`config.mk`:
```
export PLATFORM = sky130hd
export DESIGN_NAME = mem_request_ctrl
export DESIGN_NICKNAME = d
export VERILOG_FILES = /design/src/rtl/mem_request_ctrl.sv
export SDC_FILE = /design/constraint.sdc
export NUM_CORES = 1
export LEC_CHECK = 0
export ABC_AREA = 1
export CAP_MARGIN = 15
export CORE_MARGIN = 4
export CORE_UTILIZATION = 47
export CTS_CLUSTER_SIZE = 25
export DETAILED_ROUTE_END_ITERATION = 16
export HOLD_SLACK_MARGIN = 0.12
export PLACE_DENSITY = 0.82
export REMOVE_ABC_BUFFERS = 1
export SETUP_SLACK_MARGIN = 0.3
export SLEW_MARGIN = 15
export SYNTH_ARGS = -nofsm -noshare
export SYNTH_HDL_FRONTEND = slang
export SYNTH_SLANG_ARGS = --single-unit
```
`constraint.sdc`:
```
create_clock -name CLK -period 5.1 [get_ports CLK]
set_clock_uncertainty 0.2 [all_clocks]
set_input_delay 0.765 -clock CLK [delete_from_list [all_inputs] [get_ports CLK]]
set_output_delay 0.765 -clock CLK [all_outputs]
set_load 0.005 [all_outputs]
```
`src/rtl/mem_request_ctrl.sv`:
```
// Request sequencer between control/datapath and the cache interface: fetch, one data
// access per instruction, PC enable, halt drain, optional access timeout and access count.
module mem_request_ctrl #(
    parameter int ADDR_W  = 32,
    parameter int DATA_W  = 32,
    parameter int TIMEOUT = 0,
    parameter int CNT_W   = 16
) (
    input  logic              CLK,
    input  logic              RST,
    input  logic              halt_in,
    input  logic              dreq_rd,
    input  logic              dreq_wr,
    input  logic [ADDR_W-1:0] daddr,
    input  logic [DATA_W-1:0] dstore,
    input  logic              ihit,
    input  logic              dhit,
    output logic              imemREN,
    output logic              dmemREN,
    output logic              dmemWEN,
    output logic [ADDR_W-1:0] dmemaddr,
    output logic [DATA_W-1:0] dmemstore,
    output logic              pc_en,
    output logic              halted,
    output logic              timeout_err,
    output logic [CNT_W-1:0]  dreq_count
);
    localparam int WC_W = (TIMEOUT > 0) ? $clog2(TIMEOUT + 1) : 1;

    typedef enum logic [1:0] {IDLE, DREQ, HALT} state_t;

    state_t          state;
    logic [WC_W-1:0] wait_cnt;
    logic            expire;

    // wait_cnt holds the number of earlier DREQ cycles, so the TIMEOUT-th cycle expires
    assign expire  = (TIMEOUT > 0) && (state == DREQ) && !dhit &&
                     (wait_cnt == WC_W'(TIMEOUT - 1));
    assign imemREN = (state == IDLE);
    assign pc_en   = ((state == IDLE) && ihit && !halt_in && !(dreq_rd || dreq_wr)) ||
                     ((state == DREQ) && (dhit || expire));

    always_ff @(posedge CLK or posedge RST) begin
        if (RST) begin
            state       <= IDLE;
            dmemREN     <= 1'b0;
            dmemWEN     <= 1'b0;
            dmemaddr    <= '0;
            dmemstore   <= '0;
            halted      <= 1'b0;
            timeout_err <= 1'b0;
            dreq_count  <= '0;
            wait_cnt    <= '0;
        end else begin
            case (state)
                IDLE: begin
                    if (ihit) begin
                        if (halt_in) begin
                            state  <= HALT;
                            halted <= 1'b1;
                        end else if (dreq_rd || dreq_wr) begin
                            dmemaddr  <= daddr;
                            dmemstore <= dstore;
                            dmemREN   <= dreq_rd & ~dreq_wr;
                            dmemWEN   <= dreq_wr;
                            wait_cnt  <= '0;
                            state     <= DREQ;
                        end
                    end
                end
                DREQ: begin
                    if (dhit) begin
                        dmemREN <= 1'b0;
                        dmemWEN <= 1'b0;
                        if (dreq_count != '1)
                            dreq_count <= dreq_count + 1'b1;
                        state <= IDLE;
                    end else if (expire) begin
                        dmemREN     <= 1'b0;
                        dmemWEN     <= 1'b0;
                        timeout_err <= 1'b1;
                        state       <= IDLE;
                    end else begin
                        wait_cnt <= wait_cnt + 1'b1;
                    end
                end
                HALT: begin
                    halted  <= 1'b1;
                    dmemREN <= 1'b0;
                    dmemWEN <= 1'b0;
                end
                default: state <= IDLE;
            endcase
        end
    end
endmodule

```
# After elaboration in Yosys (flattened, before gate mapping)
# Cells that the tools add are included.
[op_classes]
addsub = 1
n_eq_ne = 9
n_mux = 17
bitwise = 4
reduce_logical = 16
[ops]
columns = ["operator", "n"]
rows = [
  ["adder 16 x 1 -> 16 bit, second input constant", 1],
  ["inequality test 16 bit, second input constant", 1],
  ["2-to-1 mux 1 bit", 9],
  ["2-to-1 mux 2 bit", 4],
  ["inequality test 2 bit, second input constant", 4],
  ["AND reduction 4 bit", 2],
  ["one-hot mux 1 bit (3 select lines)", 2],
  ["one-hot mux 2 bit (3 select lines)", 1],
  ["AND reduction 3 bit", 2],
  ["AND reduction 5 bit", 1],
  ["logical AND 1 bit", 4],
  ["inequality test 3 x 2 -> 1 bit, second input constant", 1],
  ["inverter 1 bit", 3],
  ["nonzero test 3 bit", 1],
  ["equality test 2 x 1 -> 1 bit, second input constant", 1],
  ["equality test 2 bit, second input constant", 1],
  ["logical NOT 1 bit", 2],
  ["logical NOT 2 bit", 1],
  ["logical OR 1 bit", 2],
  ["inequality test 2 x 1 -> 1 bit, second input constant", 1],
  ["one-hot mux 1 bit (2 select lines)", 1],
  ["nonzero test 2 bit", 1],
  ["AND 1 bit", 1],
]
[word_totals]
ff_bits = 85
input_bits = 71
word_cells = 54

# Depth between registers and ports, before layout
# Gate-level depths: netlist of the first run.
[depth]
ltp_word = 6
mapped_depth = 9

# Least setup slack after synthesis of the first run
# OpenSTA, ideal clock, no wires.
[synth_path]
kind = "in2out"
start = "input dreq_wr"
end = "output pc_en"
arrival_time_ns = 1.234
t_required_ns = 4.135
path_slack_ns = 2.901
cell_stages = 3
path_buffers = 0
path_cell_list = "nor2_1 -> inv_1 -> o31ai_1"
[synth_via]
elab_chain_cells = 4
[synth_lines]
columns = ["item", "line_no", "text"]
rows = [
  ["start, declared", "13", "input logic dreq_wr,"],
  ["logical OR 1 bit", "40", "assign pc_en = ((state == IDLE) && ihit && !halt_in && !(dreq_rd || dreq_wr)) ||"],
  ["logical NOT 1 bit", "40", ""],
  ["logical AND 1 bit", "40", ""],
  ["logical OR 1 bit", "40", ""],
  ["end, declared", "23", "output logic pc_en,"],
]
# Every way passes these cells.

# Final worst setup path of the first run
[layout_path]
start = "input halt_in"
end = "output pc_en"
[layout_via]
elab_chain_cells = 4
[layout_lines]
columns = ["item", "line_no", "text"]
rows = [
  ["start, declared", "11", "input logic halt_in,"],
  ["logical NOT 1 bit", "40", ""],
  ["logical AND 1 bit (2 in series)", "40", ""],
  ["logical OR 1 bit", "40", ""],
]
# Every way passes these cells.

==> flow_summary.json, run 1 <==
{
  "dpl.hpwl_um": 7280,
  "rr_worst_depth": 7,
  "setup_viol": 0,
  "cts_resized": 0,
  "cts_hold_buf": 0,
  "ys_top_cells_by_count": "nand2_1 (155), inv_1 (89), dfrtp_1 (85)",
  "ys_top_cells_by_area": "dfrtp_1 (55%), nand2_1 (15%), o21ai_0 (9.0%)",
  "initial_core_util_pct": 49.1,
  "grtUsageMet1_pct": 24.2,
  "crit_start": "halt_in",
  "critPathArrivalTime_ps": 2350,
  "drt_first_iter_violations": 103,
  "seq_area_mm2": 0.00213,
  "final_area_mm2": 0.00573,
  "final_nets": 703,
  "globalRouteMet2Util_pct": 32.7,
  "ant_nets": 0,
  "synth_ff_type": "dfrtp_1",
  "clock_latency_ps": 350,
  "ys_warn_count": 0,
  "r2r_start": "state[0]$_DFFE_PP0P_",
  "routed_wl_um": 9660,
  "grt_max_degree": 129,
  "crit_top_cell": "clkdlybuf4s50_1",
  "fp.coreArea_mm2": 0.00785,
  "clk_pin_slew_ps": 80,
  "antenna_found_initial": 0,
  "synth_area_mm2": 0.00385,
  "final.period_utilization_pct": 64.9,
  "holdCritPathClass": "reg -> reg",
  "rows": 32,
  "power.density_mw_per_mm2": 491,
  "port_buffers": 155,
  "critPathTopFamily": "buffers and inverters",
  "cts_root_buf": "clkbuf_8",
  "cts_made_buffers": 9,
  "hold_depth": 2,
  "whs_endpoint": "dmemstore[8]$_DFFE_PP0P_",
  "dieArea_mm2": 0.00971,
  "critPathKind": "in -> out",
  "htreeDepth": 3,
  "clock-sinks": 85,
  "crit_fanout": 3,
  "gr-total-overflow": 0,
  "min_period_ps": 3310,
  "path_cells": "clkdlybuf4s50_1, nor2_1, inv_1, o31ai_1, clkdlybuf4s50_1",
  "grtUsageTotal_pct": 20.5,
  "fmax_mhz": 302,
  "ys_ff_latch": 85,
  "outcome": "completed",
  "use_met3_pct": 10.3,
  "fillers": 614,
  "n_antenna_cell": 0,
  "drv_slew": 0,
  "synthDistinctLibCells": 24,
  "relSlewSlack_pct": 32.2,
  "top_usage_layer": "met2",
  "worst_pin_slew_ps": 1020,
  "wl_per_cell_um": 13.2,
  "die_height_um": 98.5,
  "yosysSeqAreaShare_pct": 55.2,
  "cp-end-kind": "primary output",
  "multi_input_area_mm2": 0.00133,
  "clockBufferDepth": 2,
  "synthArstFlopShare_pct": 100,
  "setup_tns_ps": 0,
  "rsz0062_at_grt": "false",
  "path_buf_inv": 3,
  "drc": 0,
  "cp.required_ps": 4140,
  "final_util_pct": 73.0,
  "crit_path_start_kind": "input port",
  "hold_viol": 0,
  "syn_inst": 473,
  "place_congestion": 0.889,
  "ir_drop_uv": 308,
  "synth_largest_area_cell": "dfrtp_1",
  "first_pass_iters": 4,
  "drive_above_1_share_pct": 4.44,
  "cts_tree": "yes",
  "ff2ff_setup_slack_ps": 2790,
  "fp.dieW_um": 98.5,
  "syn_area_per_cell_um2": 8.14,
  "cpMaxStageDelayCell": "clkdlybuf4s50_1",
  "boundaryPins": 157,
  "synth_top_area_share_pct": 55.2,
  "p_leak_nw": 2.83,
  "timing.rr.end": "dmemstore[17]$_DFFE_PP0P_",
  "post_cts_buffers": 0,
  "hold_path.startpoint": "dmemstore[8]$_DFFE_PP0P_",
  "dpl-instance-area_mm2": 0.00548,
  "grt_first_pass_wirelength_um": 16200,
  "vias": 3395,
  "synth_edf_count": 0,
  "max_stage_delay_ps": 540,
  "yosysMostFrequentCell": "nand2_1",
  "cap_violations": 0,
  "grt_pass1_vias": 3446,
  "viasPerCell": 4.63,
  "syn2layout_area_growth_pct": 48.8
}
final cells by class:
| cell class | count | area share (%) |
|---|---|---|
| flip-flops and latches | 85 | 37.1 |
| well taps | 102 | 2.23 |
| repair buffers | 157 | 27.3 |
| clock buffers | 11 | 2.47 |
| multi-input cells | 284 | 23.1 |
| inverters | 89 | 5.85 |
| clock inverters | 5 | 1.88 |
cells by family (layout without fill, tap and decap cells):
| kind of cell | count (synthesis) | in the layout | share of synthesized area [%] |
|---|---|---|---|
| AOI/OAI and AO/OA | 73 | 73 | 9.91 |
| and+or+nand+nor | 200 | 200 | 21.2 |
| buffers and inverters | 104 | 262 | 10.7 |
| xor gates and xnor gates | 4 | 4 | 0.910 |
| other | 1 | 1 | 0.0973 |
| adders and majority gates | 6 | 6 | 1.95 |
| DFF | 85 | 85 | 55.2 |
sequential cells by signal, summed over array words and instances (netlist names):
register and count:
halted 1, dmemstore 32, dmemaddr 32, dreq_count 16, dmemWEN 1, dmemREN 1
state 2
cell usage in the layout (no fill, tap or decap), types with 2 or more instances in the layout:
master / n
buf_4: 2
bufinv_16: 3
clkbuf_8: 10
clkdlybuf4s50_1: 155
clkinv_4: 2
dfrtp_1: 85
ha_1: 6
inv_1: 88
nand2_1: 155
nand3_1: 11
nand4_1: 3
nor2_1: 21
nor2_2: 3
nor2_4: 2
o21ai_0: 69
xor2_1: 3
how the worst max path moves through the flow:
stage                              end  slack, ps  cells past startpoint
2_1_floorplan  dmemaddr[0]$_DFFE_PP0P_       1350                      3
3_3_place_gp                     pc_en       1850                      5
3_5_place_dp                     pc_en       1790                      5
4_1_cts                          pc_en       1790                      5
5_1_grt                          pc_en       1740                      5
6_report                         pc_en       1790                      5
power by group:
part | total, mW | internal [mW] | switching [mW]
logic | 1.10 | 0.667 | 0.430
clock network | 0.582 | 0.341 | 0.241
registers | 1.14 | 0.959 | 0.177
total | 2.81 | 1.97 | 0.848
worst min-delay path: stages, from the launching register on:
cell,delay (ps)
dfrtp_1,350
nand2_1,50
o21ai_0,60
per-stage QoR:
stage	power (mW)	instances	hold slack (ps)	setup slack, ps
finish	2.81	733	285	1790
global route	3.03	733	308	1740
CTS	2.86	733	294	1790
detailed placement	2.26	717	272	1790
global placement	2.22	717	265	1850
floorplan	1.49	458	268	1350
routing by layer:
metal / routed length (µm) / up-vias
met4: 161 / 0
met3: 1140 / 13
met5: 0 / -
met1: 3940 / 1524
li1: - / 1732
met2: 4420 / 126
Power figures use the tool's default switching activity.
==> run 2: changes to the inputs <==
--- a/config.mk
+++ b/config.mk
@@ -8,11 +8,11 @@
 export ABC_AREA = 1
 export CAP_MARGIN = 15
 export CORE_MARGIN = 4
-export CORE_UTILIZATION = 47
+export CORE_UTILIZATION = 39
 export CTS_CLUSTER_SIZE = 25
 export DETAILED_ROUTE_END_ITERATION = 16
 export HOLD_SLACK_MARGIN = 0.12
-export PLACE_DENSITY = 0.82
+export PLACE_DENSITY = 0.73
 export REMOVE_ABC_BUFFERS = 1
 export SETUP_SLACK_MARGIN = 0.3
 export SLEW_MARGIN = 15
==> constraint.sdc (replaced) <==
create_clock -name CLK -period 2.7 [get_ports CLK]
set_clock_uncertainty 0.2 [all_clocks]
set_input_delay 0.405 -clock CLK [delete_from_list [all_inputs] [get_ports CLK]]
set_output_delay 0.405 -clock CLK [all_outputs]
set_load 0.005 [all_outputs]
==> flow_summary.json, run 2 (synthesis gave the netlist of run 1 again) <==
{
  "cts_hold_buf": 0,
  "initial_core_util_pct": 39.8,
  "outcome": "completed",
  "gr-total-overflow": 0,
  "drc": 0,
  "syn2layout_area_growth_pct": 49.7,
  "viasPerCell": 4.45,
  "dieArea_mm2": 0.0115,
  "cp.required_ps": 2100,
  "dpl.hpwl_um": 6940,
  "grt_first_pass_wirelength_um": 15700,
  "cts_tree": "yes",
  "cp-end-kind": "primary output",
  "crit_start": "dreq_wr",
  "rr_worst_depth": 8,
  "crit_path_start_kind": "input port",
  "r2r_start": "state[0]$_DFFE_PP0P_",
  "fmax_mhz": 453,
  "cts_root_buf": "clkbuf_8",
  "timing.rr.end": "dmemstore[19]$_DFFE_PP0P_",
  "fp.coreArea_mm2": 0.00968,
  "crit_fanout": 3,
  "final_nets": 706,
  "htreeDepth": 3,
  "vias": 3412,
  "fin_hold_ws_ps": 282,
  "dp_slack_ps": 72.5,
  "clk_pin_slew_ps": 80,
  "port_buffers": 155,
  "place_congestion": 0.895,
  "wl_per_cell_um": 12.2,
  "grtUsageTotal_pct": 17.0,
  "routed_wl_um": 9360,
  "power.density_mw_per_mm2": 891,
  "clock_latency_ps": 340,
  "reg_top3": "dmemaddr (32), dmemstore (32), dreq_count (16)",
  "critPathArrivalTime_ps": 1600,
  "drive_above_1_share_pct": 5.37,
  "rsz0062_at_grt": "false",
  "min_period_ps": 2210,
  "holdCritPathClass": "in -> async",
  "final.period_utilization_pct": 81.7,
  "grt_max_degree": 129,
  "cts_made_buffers": 9,
  "cap_violations": 0,
  "clockBufferDepth": 2,
  "boundaryPins": 157,
  "final_common_cell": "nand2_1",
  "setup_slack_ps": 494,
  "ir_drop_uv": 493,
  "grt_pass1_vias": 3329,
  "p_total_mw": 5.14,
  "rows": 36,
  "final_cell_mix": "nand2_1 (155), clkdlybuf4s50_1 (154), inv_1 (86), dfrtp_1 (85), o21ai_0 (69)",
  "clock-sinks": 85,
  "drv_slew": 0,
  "drt_first_iter_violations": 129,
  "fp.dieW_um": 107,
  "die_height_um": 107,
  "hold_viol": 0,
  "ff2ff_setup_slack_ps": 820,
  "setup_viol": 0,
  "ant_nets": 0,
  "critPathKind": "in -> out",
  "first_pass_iters": 5,
  "antenna_found_initial": 0,
  "n_antenna_cell": 0,
  "p_leak_nw": 2.83
}
==> run 2: changes by cell type in the layout (fill, tap and decap cells not counted), sizes merged <==
cell	delta
clkinv	-2
clkbuf	+4
buf	+3
bufinv	-2
clkdlybuf4s50	-1
==> run 2: per-stage QoR <==
step                util, %  TNS [ps]  std cells  cell area [µm²]
global placement       57.4         0        749             5550
floorplan                 -    -72410        458             3770
global route           59.5         0        766             5770
detailed placement     57.4         0        749             5550
CTS                    59.5         0        766             5760
finish                 59.5         0        766             5770
==> run 2: layout make-up <==
type / instances / area [µm²]
inverters: 89 / 335
fillers: 894 / 3920
well taps: 133 / 166
repair buffers: 160 / 1610
clock buffers: 14 / 163
multi-input cells: 284 / 1340
clock inverters: 1 / 30.0
flip-flops and latches: 85 / 2130
==> run 2: worst max-delay path, cell delays in order <==
cell	delay, ps
clkdlybuf4s50_1	440
nor2_1	230
inv_1	140
o31ai_2	230
clkbuf_2	150
==> run 2: worst max path at each step <==
| stage | cells after the start | end | slack (ps) |
|---|---|---|---|
| after floorplan | 6 | dmemaddr[0]$_DFFE_PP0P_ | -1000 |
| final | 5 | pc_en | 490 |
| after detailed placement | 5 | pc_en | 70 |
| after CTS | 7 | pc_en | 320 |
| after global placement | 5 | pc_en | 130 |
| after global routing | 7 | pc_en | 390 |
==> run 2: per-layer routing <==
| metal | wire length, µm | vias up | GRT usage, % | part of all wire, % |
|---|---|---|---|---|
| met5 | 0 | - | 0 | 0 |
| met4 | 115 | 0 | 5.77 | 1.2 |
| met3 | 693 | 9 | 5.16 | 7.4 |
| met2 | 4610 | 96 | 28.0 | 49 |
| met1 | 3930 | 1565 | 21.2 | 42 |
| li1 | - | 1742 | - | - |
==> run 2: what timing repair did <==
item,4_1_cts,5_1_grt
endpoints found under the setup margin,1,1
pin swaps,0,0
buffers inserted,2,0
gates resized for setup,3,5
==> run 2: where the power goes <==
| group | switching [mW] | internal [mW] | leakage (nW) |
|---|---|---|---|
| combinational | 0.815 | 1.29 | 1.66 |
| clock | 0.422 | 0.476 | 0.0968 |
| sequential | 0.329 | 1.81 | 1.07 |
==> run 3: changes to the inputs <==
==> constraint.sdc (replaced) <==
create_clock -name CLK -period 1.8 [get_ports CLK]
set_clock_uncertainty 0.2 [all_clocks]
set_input_delay 0.27 -clock CLK [delete_from_list [all_inputs] [get_ports CLK]]
set_output_delay 0.27 -clock CLK [all_outputs]
set_load 0.005 [all_outputs]
==> flow_summary.json, run 3 (synthesis gave the netlist of run 1 again) <==
{
  "outcome": "complete, but fails checks",
  "violations": "negative setup slack",
  "n_antenna_cell": 0,
  "fmax_mhz": 495,
  "crit_top_cell": "inv_2",
  "drv_slew": 0,
  "routed_wl_um": 15100,
  "fin_hold_ws_ps": 106,
  "drt_first_iter_violations": 183,
  "setup_tns_ps": -4840,
  "p_sw_mw": 3.48,
  "final_common_cell": "nand2_1",
  "hold_viol": 0,
  "ant_nets": 0,
  "dieArea_mm2": 0.0115,
  "first_pass_iters": 4,
  "setup_viol": 67,
  "p_sw_share_pct": 34.8,
  "antenna_found_initial": 0,
  "crit_fanout": 2,
  "drc": 0,
  "p_leak_nw": 3.95,
  "crit_path_start_kind": "flip-flop",
  "power.density_mw_per_mm2": 1270,
  "seq_power_share_pct": 32.9,
  "grt_max_degree": 60,
  "p_int_mw": 6.52,
  "clockBufferDepth": 2,
  "fp.coreArea_mm2": 0.00968,
  "cts_root_buf": "clkbuf_8",
  "min_period_ps": 2020,
  "grt_first_pass_wirelength_um": 20200,
  "grtUsageMet1_pct": 25.2,
  "path_cells": "inv_2, ha_4, inv_2, nor2_4, inv_2, o31ai_4, buf_2",
  "critPathKind": "reg -> out",
  "place_congestion": 0.861,
  "globalRouteMet2Util_pct": 40.1,
  "cts_hold_buf": 0,
  "combPwrFrac_pct": 54.4,
  "use_met3_pct": 5.82,
  "clock-sinks": 85,
  "port_buffers": 155,
  "setup_slack_ps": -222,
  "max_stage_delay_ps": 410,
  "top_usage_layer": "met2",
  "wl_per_cell_um": 16.8,
  "fp.dieW_um": 107,
  "multi_input_area_mm2": 0.00191,
  "viasPerCell": 4.83,
  "pwr-share-clk_pct": 12.7,
  "clk_pin_slew_ps": 90,
  "final.period_utilization_pct": 112,
  "die_height_um": 107,
  "fillers": 567,
  "cp.required_ps": 1330,
  "grt_pass1_vias": 4205,
  "cp-end-kind": "primary output",
  "cts_tree": "yes",
  "final_cell_mix": "nand2_1 (104), inv_1 (83), dfrtp_1 (81), buf_4 (79), clkdlybuf4s50_1 (70)",
  "ir_drop_uv": 796,
  "final_util_pct": 81.2,
  "grtUsageTotal_pct": 22.3,
  "clock_latency_ps": 350,
  "holdCritPathClass": "in -> async",
  "reg_top3": "dmemaddr (32), dmemstore (32), dreq_count (16)",
  "seq_area_mm2": 0.00213,
  "rsz0062_at_grt": "true",
  "initial_core_util_pct": 39.8,
  "rows": 36,
  "boundaryPins": 157,
  "syn2layout_area_growth_pct": 104,
  "cap_violations": 0,
  "cpMaxStageDelayCell": "dfrtp_1",
  "final_nets": 837,
  "critPathArrivalTime_ps": 1550,
  "gr-total-overflow": 0,
  "drive_above_1_share_pct": 37.6,
  "dpl.hpwl_um": 7500,
  "htreeDepth": 3,
  "cts_made_buffers": 9,
  "vias": 4337
}
[run 3: cell count changes in the layout (fill, tap and decap cells not counted), moves of 9 or more]
cell | before | now
clkdlybuf4s50_1 | 154 | 70
buf_4 | 3 | 79
clkdlybuf4s15_1 | 0 | 69
o21ai_0 | 69 | 0
nand2_1 | 155 | 104
o21ai_2 | 0 | 36
o21ai_1 | 0 | 33
nand2_2 | 1 | 29
buf_6 | 0 | 23
nand2_4 | 1 | 24
buf_16 | 0 | 16
nor2_1 | 20 | 11
[run 3: timing repair]
action / 4_1_cts / 5_1_grt
buffers inserted: 51 / 35
endpoints found under the setup margin: 169 / 149
pin swaps: 33 / 32
resized for setup: 327 / 123
cloned: 19 / 5
[run 3: worst max-delay path, delay by kind of cell, from the launching register on]
kind / cells / cell delay (ps)
and+or+nand+nor: 1 / 100
DFF: 1 / 410
buffers and inverters: 4 / 350
AOI/OAI and AO/OA: 1 / 210
adders and majority gates: 1 / 140
[run 3: worst paths after layout]
check | depth (start not counted) | start | slack, ps | end
min in group CLK | 3 | daddr[27] | 250 | dmemaddr[27]$_DFFE_PP0P_
min reg2reg | 2 | dmemstore[5]$_DFFE_PP0P_ | 290 | dmemstore[5]$_DFFE_PP0P_
min | 3 | RST | 110 | dmemaddr[31]$_DFFE_PP0P_
max in group asynchronous | 3 | RST | 1020 | dreq_count[8]$_DFFE_PP0P_
max reg2reg | 11 | state[1]$_DFFE_PP0P_ | -170 | dmemstore[6]$_DFFE_PP0P_
max | 7 | state[1]$_DFFE_PP0P_ | -220 | pc_en
[run 3: power groups by stage]
| stage | logic [mW] | registers (mW) | clock network (mW) |
|---|---|---|---|
| floorplan | 0.958 | 3.27 | 0 |
| detailed placement | 3.39 | 3.21 | 0 |
| finish | 5.44 | 3.28 | 1.27 |
| global placement | 3.30 | 3.19 | 0 |
| global route | 5.78 | 3.36 | 1.37 |
| CTS | 4.17 | 3.22 | 1.27 |
[run 3: area by class of cell]
type,count,area share [%]
Inverter,89,4.30
Tap cell,133,2.12
Timing Repair Buffer,288,40.0
Sequential cell,85,27.1
Clock buffer,12,1.97
Clock inverter,4,0.286
Multi-Input combinational cell,287,24.2
[run 3: routing by layer]
metal  vias to the layer above  part of all wire (%)
met2                       173                    54
met4                         0                   3.0
met3                        36                   5.6
li1                       2023                     -
met5                         -                     0
met1                      2105                    37
[run 3: metrics by stage]
step           cells  worst slack (ps)  total power [mW]  area [µm²]
6_report         898              -222              10.0        7860
5_1_grt          898              -272              10.5        7860
4_1_cts          858              -197              8.66        7170
3_5_place_dp     772              -445              6.60        5750
3_3_place_gp     772              -430              6.48        5750
2_1_floorplan    458             -1900              4.22        3770
